--- src/rtl/switch_clock_scheduler.sv ---
`default_nettype none
// ============================================================================
// Module   : switch_clock_scheduler
// Purpose  : Programmable period/high-time sequencer for the PMOD switching
//            clock enable. It has start/stop control and a double-buffered
//            valid/ready configuration port that takes effect only on period
//            boundaries. It also drives a complementary enable output.
//            Optional macro SW_DEAD_TIME_EN adds DEAD_CYC dead-band cycles
//            around the complementary output and extends config validation.
// Revision : 1.0 - initial release
// ============================================================================
module switch_clock_scheduler #(
    parameter int CNT_W      = 16,
    parameter int DEF_PERIOD = 48000,
    parameter int DEF_HIGH   = 24000,
    parameter int DEAD_CYC   = 4
) (
    input  logic             clk_i,
    input  logic             clr_n_i,
    input  logic             start_i,
    input  logic             stop_i,
    input  logic             cfg_valid_i,
    output logic             cfg_ready_o,
    input  logic [CNT_W-1:0] cfg_period_i,
    input  logic [CNT_W-1:0] cfg_high_i,
    output logic             cfg_err_o,
    output logic             sw_out_o,
    output logic             sw_out_n_o,
    output logic             running_o,
    output logic             period_tick_o
);

    localparam int               c_EW         = CNT_W + 1;
    localparam logic [CNT_W-1:0] c_DEF_PERIOD = CNT_W'(DEF_PERIOD);
    localparam logic [CNT_W-1:0] c_DEF_HIGH   = CNT_W'(DEF_HIGH);
    localparam logic [CNT_W-1:0] c_ZERO       = '0;
    localparam logic [CNT_W-1:0] c_ONE        = CNT_W'(1);
    localparam logic [CNT_W-1:0] c_TWO        = CNT_W'(2);
`ifdef SW_DEAD_TIME_EN
    localparam logic [c_EW-1:0]  c_DEAD       = c_EW'(DEAD_CYC);
    localparam logic [c_EW-1:0]  c_MIN_GAP    = c_EW'(2 * DEAD_CYC + 1);
`endif

    typedef enum logic [0:0] {
        ST_IDLE = 1'b0,
        ST_RUN  = 1'b1
    } state_t;

    // Architectural state
    state_t           state_q,     state_d;
    logic [CNT_W-1:0] cnt_q,       cnt_d;
    logic [CNT_W-1:0] per_q,       per_d;
    logic [CNT_W-1:0] high_q,      high_d;
    logic             pend_q,      pend_d;
    logic [CNT_W-1:0] pend_per_q,  pend_per_d;
    logic [CNT_W-1:0] pend_high_q, pend_high_d;
    logic             stop_pend_q, stop_pend_d;

    // Registered outputs
    logic sw_q,    sw_d;
    logic swn_q,   swn_d;
    logic run_q,   run_d;
    logic tick_q,  tick_d;
    logic err_q,   err_d;
    logic ready_q, ready_d;

    logic w_xfer;
    logic w_cfg_ok;
    logic w_gap_ok;
    logic w_last;

    assign w_xfer = cfg_valid_i && ready_q;
    assign w_last = (cnt_q == (per_q - c_ONE));

`ifdef SW_DEAD_TIME_EN
    // The low phase must fit both dead bands plus at least one complementary cycle
    assign w_gap_ok = (({1'b0, cfg_period_i} - {1'b0, cfg_high_i}) >= c_MIN_GAP);
`else
    assign w_gap_ok = 1'b1;
`endif

    assign w_cfg_ok = (cfg_period_i >= c_TWO) && (cfg_high_i != c_ZERO) &&
                      (cfg_high_i < cfg_period_i) && w_gap_ok;

    // Next-state: sequencing, boundary-aligned config apply, config capture
    always_comb begin
        state_d     = state_q;
        cnt_d       = cnt_q;
        per_d       = per_q;
        high_d      = high_q;
        pend_d      = pend_q;
        pend_per_d  = pend_per_q;
        pend_high_d = pend_high_q;
        stop_pend_d = stop_pend_q;
        err_d       = 1'b0;

        case (state_q)
            ST_IDLE: begin
                // A pending slot is drained immediately while idle
                if (pend_q) begin
                    per_d  = pend_per_q;
                    high_d = pend_high_q;
                    pend_d = 1'b0;
                end
                if (start_i && !stop_i) begin
                    state_d = ST_RUN;
                    cnt_d   = c_ZERO;
                end
            end
            ST_RUN: begin
                if (w_last) begin
                    cnt_d = c_ZERO;
                    if (pend_q) begin
                        per_d  = pend_per_q;
                        high_d = pend_high_q;
                        pend_d = 1'b0;
                    end
                    // A stop arriving on the last cycle still ends this period
                    if (stop_pend_q || stop_i) begin
                        state_d     = ST_IDLE;
                        stop_pend_d = 1'b0;
                    end
                end else begin
                    cnt_d = cnt_q + c_ONE;
                    if (stop_i) begin
                        stop_pend_d = 1'b1;
                    end
                end
            end
            default: begin
                state_d = ST_IDLE;
                cnt_d   = c_ZERO;
            end
        endcase

        // Transfer only when the slot was free, so it never collides with an apply
        if (w_xfer) begin
            if (w_cfg_ok) begin
                pend_d      = 1'b1;
                pend_per_d  = cfg_period_i;
                pend_high_d = cfg_high_i;
            end else begin
                err_d = 1'b1;
            end
        end
    end

    // Output decode from next-state so registered outputs align with the count
    always_comb begin
        run_d   = (state_d == ST_RUN);
        sw_d    = run_d && (cnt_d < high_d);
        tick_d  = run_d && (cnt_d == (per_d - c_ONE));
        ready_d = !pend_d;
`ifdef SW_DEAD_TIME_EN
        swn_d   = run_d &&
                  ({1'b0, cnt_d} >= ({1'b0, high_d} + c_DEAD)) &&
                  (({1'b0, cnt_d} + c_DEAD) < {1'b0, per_d});
`else
        swn_d   = run_d && !(cnt_d < high_d);
`endif
    end

    // State and output registers; reset aborts any period in progress
    always_ff @(posedge clk_i or negedge clr_n_i) begin
        if (!clr_n_i) begin
            state_q     <= ST_IDLE;
            cnt_q       <= c_ZERO;
            per_q       <= c_DEF_PERIOD;
            high_q      <= c_DEF_HIGH;
            pend_q      <= 1'b0;
            pend_per_q  <= c_ZERO;
            pend_high_q <= c_ZERO;
            stop_pend_q <= 1'b0;
            sw_q        <= 1'b0;
            swn_q       <= 1'b0;
            run_q       <= 1'b0;
            tick_q      <= 1'b0;
            err_q       <= 1'b0;
            ready_q     <= 1'b1;
        end else begin
            state_q     <= state_d;
            cnt_q       <= cnt_d;
            per_q       <= per_d;
            high_q      <= high_d;
            pend_q      <= pend_d;
            pend_per_q  <= pend_per_d;
            pend_high_q <= pend_high_d;
            stop_pend_q <= stop_pend_d;
            sw_q        <= sw_d;
            swn_q       <= swn_d;
            run_q       <= run_d;
            tick_q      <= tick_d;
            err_q       <= err_d;
            ready_q     <= ready_d;
        end
    end

    assign cfg_ready_o   = ready_q;
    assign cfg_err_o     = err_q;
    assign sw_out_o      = sw_q;
    assign sw_out_n_o    = swn_q;
    assign running_o     = run_q;
    assign period_tick_o = tick_q;

endmodule
`default_nettype wire

--- config.mk ---
export PLATFORM = sky130hd
export DESIGN_NAME = switch_clock_scheduler
export DESIGN_NICKNAME = d
export VERILOG_FILES = /design/src/rtl/switch_clock_scheduler.sv
export SDC_FILE = /design/constraint.sdc
export NUM_CORES = 1
export LEC_CHECK = 0
export CORE_MARGIN = 3
export CORE_UTILIZATION = 60
export DETAILED_ROUTE_END_ITERATION = 10
export GPL_ROUTABILITY_DRIVEN = 0
export HOLD_SLACK_MARGIN = 0.03
export PLACE_DENSITY = 0.81
export SLEW_MARGIN = 10
export SYNTH_ARGS = -nofsm -noshare
export SYNTH_HDL_FRONTEND = slang
export SYNTH_SLANG_ARGS = --single-unit
--- constraint.sdc ---
create_clock -name clk_i -period 5.5 [get_ports clk_i]
set_input_delay 1.1 -clock clk_i [delete_from_list [all_inputs] [get_ports clk_i]]
set_output_delay 1.1 -clock clk_i [all_outputs]
set_load 0.1 [all_outputs]
After elaboration in Yosys (flattened, before gate mapping)
Cells that the tools add are included.

Memories kept: 0. Register bits after elaboration: 88. RAM bits: 0. Memory bits (read-only): 0. Output and inout port bits: 6. Input port bits: 37. Latch bits: 0. Word-level logic and storage cells: 60.

Shift operators: 0. Equality and inequality tests: 3. $add $sub $neg: 3. Bitwise gates (word level): 1. Multiply operators: 0. Reductions and logical operators: 15. Div/mod/pow operators: 0. Magnitude comparators: 3. Mux-type cells: 22.

Operators with widths (count): $mux W16 (6); $pmux W16 S2 (3); $eq A16 B16 Y1 (2); $lt A16 B16 Y1 (2); $sub A16 B1 Y16 const B (2); $add A16 B1 Y16 const B (1); $ge A16 B2 Y1 const B (1); $reduce_bool A16 Y1 (1); $mux W1 (11); $logic_and A1 B1 Y1 (7); $pmux W1 S2 (2); $logic_not A1 Y1 (3); $reduce_and A3 Y1 (1); $ne A2 B1 Y1 const B (1); $reduce_and A2 Y1 (1); $reduce_bool A2 Y1 (1); $logic_or A1 B1 Y1 (1); $not A1 Y1 (1).

Logic depth before layout (Yosys ltp)
Gate-level depths: netlist of the first run.

Word-level depth: 7. Mapped depth: 24. Mapped depth without buffers: 21.

Least setup slack after synthesis of the first run
No wires, ideal clock.

Kind: reg-to-reg. Start point: register per_q[5]. End point: register swn_q, in the netlist sw_out_n_o. Data required time: 5.380 ns. Path slack: 0.392 ns. Library setup time: 0.120 ns. Arrival time: 4.987 ns. Stages on the path, launching flop included: 24. Period minus slack after synthesis: 5.108 ns. Buffers on the path: 5. Cells stage by stage: dfrtp_1 > buf_6 > or4_4 > o32a_1 > nor4b_2 > nand4b_2 > o41ai_2 > buf_6 > buf_2 > buf_2 > buf_2 > mux2i_1 > ha_1 > a21o_1 > a21o_1 > a21oi_1 > nor2b_1 > o21ai_0 > nand2b_1 > a21o_1 > a21o_1 > nor2b_1 > o21ai_0 > o211a_1.

Longest elaborated chain between the ends: 7. Elaborated cells between the ends (all ways): 11. Classes of those cells: add/sub (1); order compare (1); eq/ne (1); mux (6); reduce/logical (2).

Ends and longest elaborated chain: start: declaration (line 52) `logic [CNT_W-1:0] per_q, per_d;`; start signal: assignment (line 168) `per_q <= c_DEF_PERIOD;`; start signal: assignment (line 183) `per_q <= per_d;`; $sub A16 B1 Y16 (*) (line 73) `assign w_last = (cnt_q == (per_q - c_ONE));`; $eq A16 B16 Y1 (*) (line 73); $mux W16 (line 111) `if (w_last) begin`; $pmux W16 S2 (line 97) `case (state_q)`; $lt A16 B16 Y1 (line 159) `swn_d = run_d && !(cnt_d < high_d);`; $logic_not A1 Y1 (line 159); $logic_and A1 B1 Y1 (*) (line 159); named net swn_d (line 61) `logic swn_q, swn_d;`; end signal: assignment (line 190) `swn_q <= swn_d;`; end: declaration (line 61).

The timed path passes the listed nets; every way through them passes the cells marked *. A chain may end at the register's enable or synchronous reset.

Worst setup path in the final report of the first run
Start point: register per_q[5]. End point: register tick_q, in the netlist period_tick_o.

Longest elaborated chain between the ends: 7. Elaborated cells between the ends (all ways): 12. Classes of those cells: add/sub (2); eq/ne (2); mux (7); reduce/logical (1).

Ends and longest elaborated chain: $sub A16 B1 Y16 (line 73); $eq A16 B16 Y1 (line 73); $mux W16 (line 111); $pmux W16 S2 (line 97); $sub A16 B1 Y16 (line 152) `tick_d = run_d && (cnt_d == (per_d - c_ONE));`; $eq A16 B16 Y1 (line 152); $logic_and A1 B1 Y1 (*) (line 152); named net tick_d (line 63) `logic tick_q, tick_d;`; end signal: assignment (line 192) `tick_q <= tick_d;`; end: declaration (line 63).

Marks and branches as above.

==> results of run 1 <==
## worst paths after layout
check | start | to
max in group asynchronous | clr_n_i | pend_high_q[11]
hold reg to reg | high_q[0] | high_q[0]
min in group asynchronous | clr_n_i | cnt_q[11]
hold / removal | high_q[0] | high_q[0]
setup / recovery | per_q[5] | period_tick_o
setup reg to reg | per_q[5] | period_tick_o
## routing by layer
layer | wire length (um) | GRT usage
met5 | 0 | 0
met4 | 488 | 0.107
met3 | 868 | 0.0366
met2 | 6700 | 0.442
met1 | 6010 | 0.356
## flip-flops by register name, indices dropped and copies added (netlist names), 16 cells and up
signal	cells
pend_per_q	16
high_q	16
cnt_q	16
per_q	16
pend_high_q	16
## metrics by stage
step                      setup slack, ns  power (W)  std cells
after CTS                           0.400    0.00356        745
after global placement              0.603    0.00292        729
after detailed placement            0.449    0.00300        729
after global routing               0.0271    0.00382        745
after floorplan                     0.392    0.00253        573
final                               0.308    0.00358        745
## cell usage after synthesis (2+ instances only)
cell type / n / share of area
nand3b_1: 2 / 0.0026
a32o_1: 2 / 0.0035
o21a_1: 2 / 0.0026
nor4_1: 15 / 0.016
a21boi_0: 2 / 0.0026
buf_6: 3 / 0.0059
o211a_1: 2 / 0.0035
or2_2: 3 / 0.0033
nor3_1: 21 / 0.018
nor2_1: 30 / 0.020
nand2_1: 24 / 0.016
nand2b_1: 12 / 0.013
a31oi_1: 4 / 0.0043
o21bai_1: 2 / 0.0026
nand4_1: 7 / 0.0076
or3_1: 5 / 0.0054
ha_1: 33 / 0.072
a21o_1: 21 / 0.027
nor3b_1: 7 / 0.0091
o2111ai_1: 3 / 0.0046
o211ai_1: 4 / 0.0052
and3_1: 9 / 0.0098
dfstp_2: 15 / 0.068
mux2i_1: 25 / 0.043
xor2_1: 14 / 0.021
nand3_1: 13 / 0.011
a21oi_1: 17 / 0.015
buf_2: 4 / 0.0035
nor2b_1: 10 / 0.011
mux2_2: 46 / 0.090
and2_1: 2 / 0.0022
o21ai_0: 28 / 0.024
dfrtp_1: 73 / 0.32
clkbuf_1: 13 / 0.0085
inv_1: 42 / 0.027
xnor2_1: 28 / 0.043
## kinds of logic after synthesis
kind of cell,Yosys count,synth area share
AO/OA/AOI/OAI,105,0.128
XOR/XNOR,45,0.0747
adder cells (fa/ha/maj),33,0.0717
buffers and inverters,63,0.0460
flip-flops,88,0.386
multiplexers,72,0.136
AND/OR/NAND/NOR,167,0.158
## report_power, final
part           leakage [nW]  switching [W]  total (W)  internal, W
Clock                 0.119       0.000258   0.000534     0.000276
Sequential             1.06       0.000329    0.00128     0.000948
Combinational          1.84       0.000945    0.00177     0.000822
## critical path: stages, from the launching register on
cell	delay [ns]
dfrtp_1	0.50
or4_4	0.61
o32a_1	0.38
nor4b_2	0.33
nand4b_2	0.25
o41ai_4	0.47
buf_12	0.33
nor2_1	0.07
a21oi_1	0.19
ha_1	0.34
nand3_1	0.22
nor2_1	0.17
xnor2_1	0.13
nor2_1	0.06
a21oi_1	0.15
xor2_1	0.17
nand4_1	0.12
nor4_1	0.39
o2111a_1	0.25
## cell type report
class	instances	area, sq um	area share
well taps	129	161	0.0247
clock inverters	6	97.6	0.0149
multi-input cells	422	3290	0.503
inverters	42	158	0.0241
repair buffers	48	475	0.0727
clock buffers	10	138	0.0210
flip-flops and latches	88	2220	0.340
==> results.toml, run 1 <==
[clock_tree]
cts.clk_slew.worst_paths_ns = 0.09
cts_hold_buf = 0
cts_resized = 0
clkSinkCount = 88
insertion_delay_ns = 0.36
root_buffer = "clkbuf_8"
htreeDepth = 3
cts_tree = "yes"
post_cts_buffers = 0
cts-buffers-inserted = 9
clk_path_buf_depth = 2

[synth]
synth_fp_nets = 643
yosys_warnings = 0
syn_inst = 573
synth_edf_count = 0
syn_area_per_cell_sq_um = 10.1
ys_ff_latch = 88
synthDistinctLibCells = 66
ys.flop_type = "dfrtp_1"
synth-async-reset-ratio = 1.00
netlist_area_sq_mm = 0.00576
synth-seq-area-share = 0.386

[hold_path]
hold_class = "reg2reg"
min_path_cells = 2

[floorplan]
io_pins = 43
die_h_um = 104
rows = 35
die_area_sq_mm = 0.0108
coreArea_sq_mm = 0.00928
die_w_um = 104
start_util = 0.620

[setup_path]
crit_type = "reg2reg"
crit_path_max_fanout = 56
cp.required_ns = 5.80
end_kind = "flop"
ff2ff_path_depth = 18
cp_data_arrival_time_ns = 5.49
r2r_slack_ns = 0.31
crit_path_start_kind = "flop"

[sta]
drv_slew = 0
fin_skew_ns = 0.0178
timing.hold.ws_ns = 0.491
rsz0062_at_grt = "false"
setup_tns_ns = 0
setup_violations = 0
hold_violations = 0
slew_headroom = 0.356
period_share = 0.944
fmax_mhz = 193
worst_pin_slew_ns = 0.963
fin_crit_ns = 5.19

[layout]
final_area_sq_mm = 0.00654
layout_common_cells = "dfrtp_1, mux2_2, inv_1"
layout-drive-gt1-share = 0.161
area_delta_synth_final_pct = 13.5
diodes = 0
nNetsFinal = 681
final_common_cell = "dfrtp_1"
postLayoutCoreUtil = 0.704
fillerInstances = 681

[detailed_routing]
drc = 0
routedWlPerCell_um = 18.9
ant_nets = 0
drt_iter0_markers = 262
firstDrtPassIters = 5
wl_um = 14100
via_count = 4592
via_per_inst = 6.16

[placement]
hpwl_um = 10600
placedInstanceArea_sq_mm = 0.00630
portBuffers = 42

[global_routing]
grt_max_degree = 64
grt_overflow = 0
grt_pass1_vias = 4570
antenna_found_initial = 0
grt_pass1_wl_um = 23100
grt_util_all_layers = 0.267

[run]
drv_cap = 0

[power]
ir_drop_mv = 0.298
power_density_mw_per_mm2 = 547
p_leak_nw = 3.01

[run_status]
status = "finished clean"
Note: power is estimated with default switching activity, not from simulation.
==> run 2: changes to the inputs <==
CORE_MARGIN = 5   (was 3)
GPL_TIMING_DRIVEN = 0   (was default)
==> results.toml, run 2 (synthesized netlist as in run 1, its figures left out) <==
[run_status]
status = "finished clean"

[detailed_routing]
drt_iter0_markers = 352
wl_um = 14400
via_count = 4710
ant_nets = 0
via_per_inst = 6.16
drc = 0
routedWlPerCell_um = 18.8
firstDrtPassIters = 5

[setup_path]
cpMaxStageDelayCell = "or4_4"
cp_data_arrival_time_ns = 5.55
critPathTopFamily = "compound AO/OA/AOI/OAI gates"
crit_path_start_kind = "flop"
path_buf_inv = 5
crit_cells = 20
crit_type = "reg2reg"
end_kind = "flop"
crit_path_max_fanout = 10
cp.required_ns = 5.80
path_cells = "clkbuf_2 > or4_4 > o32a_1 > nor4b_4 > nand4b_4 > o41ai_4 > buf_6 > buf_4 > buf_6 > buf_6 > nor2_1 > a21oi_1 > ha_2 > nand2_1 > mux2_2 > nand2_1 > mux2i_1 > a2111o_1 > nor4_4 > o2111a_1"
crit_top_cell = "buf_6"
crit_path_max_incr_delay_ns = 0.57
ff2ff_path_depth = 20

[sta]
setup_violations = 0
slew_headroom = 0.349
hold_violations = 0
setup_tns_ns = 0
timing.hold.ws_ns = 0.485
period_share = 0.956
fmax_mhz = 190
fin_crit_ns = 5.26
fin_skew_ns = 0.0151
drv_slew = 0
worst_pin_slew_ns = 0.973

[global_routing]
grt_util_all_layers = 0.259
grt_max_degree = 46
grt_pass1_vias = 4720
grt_pass1_wl_um = 23700
gr-max-usage-layer = "met2"
use_met2 = 0.427
grt_use_met1 = 0.355
grt_overflow = 0
antenna_found_initial = 0
use_met3 = 0.0346

[power]
power.switching_w = 0.00156
p_clk_frac = 0.132
switching_share = 0.434
p_leak_nw = 3.06
ir_drop_mv = 0.237
power.internal_w = 0.00204
power_density_mw_per_mm2 = 539
power_frac_seq = 0.338
power.share.combinational = 0.530

[floorplan]
die_w_um = 108
start_util = 0.620
coreArea_sq_mm = 0.00928
rows = 35
die_h_um = 108
die_area_sq_mm = 0.0117
io_pins = 43

[clock_tree]
cts-buffers-inserted = 9
htreeDepth = 3
insertion_delay_ns = 0.37
root_buffer = "clkbuf_8"
clk_path_buf_depth = 2
clkSinkCount = 88
cts.clk_slew.worst_paths_ns = 0.10
cts_hold_buf = 0
cts_tree = "yes"

[placement]
portBuffers = 42
hpwl_um = 10900

[hold_path]
hold_class = "reg2reg"
min_path_cells = 2

[layout]
final_common_cell = "dfrtp_1"
diodes = 0
nNetsFinal = 700
layout-drive-gt1-share = 0.176
layout_common_cells = "dfrtp_1, mux2_2, inv_1"
area_delta_synth_final_pct = 15.9
postLayoutCoreUtil = 0.719

[run]
drv_cap = 0
## run 2: changes by cell type in the layout (fill, tap and decap cells not counted), moves of 2 or more
cell      previous run  this run
inv_6                2         0
clkbuf_1             0        13
buf_6                0         5
clkbuf_2             0         2
## run 2: power groups by stage
| stage | Combinational (W) | Sequential [W] | Clock, W |
|---|---|---|---|
| 2_1_floorplan | 0.00136 | 0.00116 | 0 |
| 3_3_place_gp | 0.00170 | 0.00120 | 0 |
| 3_5_place_dp | 0.00177 | 0.00121 | 0 |
| 4_1_cts | 0.00183 | 0.00120 | 0.000478 |
| 5_1_grt | 0.00209 | 0.00125 | 0.000504 |
| 6_report | 0.00191 | 0.00122 | 0.000474 |
## run 2: worst register-to-register path, delay by kind of cell, from the launching register on
family	cells	cell delay (ns)
compound gates	5	1.69
simple gates	7	1.59
buf+inv	5	0.88
mux	2	0.40
flops	1	0.37
fa+ha+maj	1	0.28
## run 2: area by class of cell
type                       instances  area (sq um)
timing repair buffer              46           460
fill                             709          2610
clock buffer                      10           128
multi-input combinational        422          3340
sequential                        88          2220
tap                              129           161
inverter                          42           158
clock inverter                     6          77.6
buffer                            21           124
## run 2: routing by layer
layer	vias to the layer above	wire, um
met5	-	0
met4	0	361
met3	37	901
met2	179	6890
met1	2307	6230
li1	2187	-
## run 2: worst paths after layout
kind | from | to | slack, ns
worst min-delay path | high_q[0] | high_q[0] | 0.49
worst min register to register | high_q[0] | high_q[0] | 0.49
worst max-delay path | per_q[6] | period_tick_o | 0.24
worst max register to register | per_q[6] | period_tick_o | 0.24
min in group asynchronous | clr_n_i | pend_high_q[14] | 0.74
max in group asynchronous | clr_n_i | cfg_ready_o | 4.06
## run 2: timing repair
action                     in CTS  in global routing
setup buffers                   3                  0
resized for setup               8                 12
setup endpoints to repair       3                  3
hold endpoints to repair        0                  0
pin swaps                       1                  5
## run 2: per-stage QoR
stage / total power [W] / instance area (sq um) / instances / worst slack [ns]
2_1_floorplan: 0.00253 / 5760 / 573 / 0.392
3_3_place_gp: 0.00289 / 6340 / 744 / -0.302
3_5_place_dp: 0.00298 / 6360 / 745 / -0.457
4_1_cts: 0.00351 / 6630 / 764 / 0.0468
5_1_grt: 0.00384 / 6680 / 764 / -0.0296
6_report: 0.00360 / 6680 / 764 / 0.243
==> edit (flow settings as in run 1) <==
`CNT_W`: 16 -> 20.
--- a/src/rtl/switch_clock_scheduler.sv
+++ b/src/rtl/switch_clock_scheduler.sv
@@ -12,3 +12,3 @@
 module switch_clock_scheduler #(
-    parameter int CNT_W      = 16,
+    parameter int CNT_W      = 20,
     parameter int DEF_PERIOD = 48000,
Ports: changed (resized cfg_high_i and cfg_period_i); port bits go from 43 to 51. No check against the original RTL was run, so the function may have changed too.
==> edit against run 1 <==
- routed wire length is 36% higher
- setup slack improved by 14 ps
- critical path depth is 5 higher
- sequential cell count increased by 20
- design area increased by 24%
- total power grew 17%
- worst hold slack better by 0.79 ps
- combinational power up 12%
- synthesized cell count rose by 22%
- area after synthesis grew 24%
- die area rose by 22%
- highest routed layer unchanged
==> edit: results (changes against run 1) <==
stage,metric,value,unit,change
clock_tree,clock_latency,360,ps,about the same
placement,place.port_buffers,50,,+19%
timing,skew,9.145,ps,-8.611 ps
job,cap_violations,0,,unchanged
grt,grt_pass1_wl,30.33,mm,+31%
clock_tree,cts_root_buffer,clkbuf_16,,
worst_setup_path,critPathMaxStageDelay,570,ps,-40 ps
clock_tree,numCtsBuffers,9,,unchanged
route,firstDrtPassIters,5,,unchanged
final_layout,area_growth,13.73,%,
route,drt_iter0_drc,497,,+90%
synthesis,synth_commonest_cells,"dfrtp_1, inv_1, mux2_2",,
placement,place_area,7714,µm²,+22%
grt,grt_max_degree,69,,+7.8%
worst_setup_path,worstPathArrival,5430,ps,-60 ps
route,avgViaCountPerCell,6.437,,+4.4%
worst_setup_path,path_max_fanout,9,,-84%
grt,track_usage,29.73,%,+3.0 points
worst_setup_path,crit_slowest_cell,or4_1,,
final_layout,drive_above_1_share,16.13,%,+0.062 points
placement,place_hpwl,14.44,mm,+37%
power_and_ir_drop,p_leak,0.003556,µW,+18%
worst_setup_path,critical_path.top_delay_family,simple AND/OR/NAND/NOR gates,,
power_and_ir_drop,ir_drop,359.8,µV,+21%
clock_tree,clock_path_buffers,2,,unchanged
status,status,finished clean,,
synthesis,syn_avg_cell_area,10.21,µm²,+1.6%
route,wl,19.10,mm,+36%
clock_tree,h-tree-depth,3,,unchanged
final_layout,diodes,0,,unchanged
final_layout,layout.nets,831,,+22%
synthesis,synth.area.top_cells,"dfrtp_1, mux2_2, ha_1",,
clock_tree,clk_pin_slew,80,ps,
synthesis,ys_seq_area_share,38.13,%,-0.42 points
grt,grt_pass1_vias,5868,,+28%
synthesis,yosys_warnings,0,,unchanged
placement,place_inst,873,,+20%
min_path,min_path_type,register to register,,
grt,antenna_found_initial,0,,unchanged
timing,slew_headroom,34.44,%,-1.2 points
synthesis,synthArstFlopShare,100.0,%,unchanged
synthesis,syn_nets,785,,+22%
route,dr_total_vias,5748,,+25%
synthesis,yosysUniqueCellTypes,73,,+11%
final_layout,fillers,827,,+21%
-- edit: cell types whose count changed in the layout (fill, tap and decap cells not counted), moves of 12 or more --
cell,delta
xnor2_1,+12
dfrtp_1,+20
nand4_1,+12
inv_1,+13
nor2_1,+12
xor2_1,+15
-- edit: where the power goes --
part | internal [µW] | total (µW) | switching [µW]
Clock | 370 | 707 | 337
Combinational | 914 | 1990 | 1080
Sequential | 1110 | 1500 | 394
-- edit: path summary, 6_finish.rpt --
path	start	to	slack, ps	cells after the start
setup / recovery	per_q[0]	sw_out_n_o	320	23
hold / removal	high_q[13]	high_q[13]	490	2
setup reg to reg	per_q[0]	sw_out_n_o	320	23
hold reg to reg	high_q[13]	high_q[13]	490	2
max in group asynchronous	clr_n_i	per_q[12]	3600	2
min in group asynchronous	clr_n_i	pend_high_q[6]	830	1
-- edit: kinds of logic after synthesis --
| group | Yosys count | share of synthesized area [%] |
|---|---|---|
| DFF | 108 | 38.13 |
| AOI/OAI and AO/OA | 101 | 9.730 |
| buffers and inverters | 82 | 5.242 |
| xor gates and xnor gates | 71 | 9.099 |
| and+or+nand+nor | 205 | 16.65 |
| muxes | 90 | 13.81 |
| adders and majority gates | 42 | 7.328 |
-- edit: cell type report --
type / instances / share of cell area [%]
sequential: 108 / 33.53
tap: 143 / 2.204
multi-input combinational: 509 / 50.24
clock buffer: 9 / 2.775
inverter: 55 / 2.544
timing repair buffer: 62 / 7.446
clock inverter: 7 / 1.264
-- edit: timing repair --
action | CTS | global route
resized for setup | 0 | 10
buffers inserted | 0 | 4
endpoints found under the setup margin | 0 | 3
-- edit: worst reg2reg max path: cells and delay by family, from the launching register on --
family / cells / cell delay, ps
compound gates: 10 / 1870
fa+ha+maj: 2 / 530
buf+inv: 2 / 310
flops: 1 / 460
simple gates: 9 / 1910
-- edit: through the flow --
| stage | hold WS (ps) | setup WS (ps) |
|---|---|---|
| after detailed placement | 477.2 | 158.8 |
| after global placement | 467.4 | 412.6 |
| after global routing | 530.5 | 10.03 |
| after CTS | 493.3 | 120.1 |
| final | 492.0 | 322.1 |
| after floorplan | 410.9 | 89.82 |
-- edit: layer usage --
layer | wire, µm | vias to the layer above | global-route usage [%] | share of wire (%)
met4 | 799 | 0 | 14.01 | 4.2
met3 | 1509 | 57 | 6.737 | 7.9
met1 | 7768 | 2826 | 38.77 | 41
met5 | 0 | - | 0 | 0
met2 | 9022 | 256 | 47.18 | 47
li1 | - | 2609 | - | -
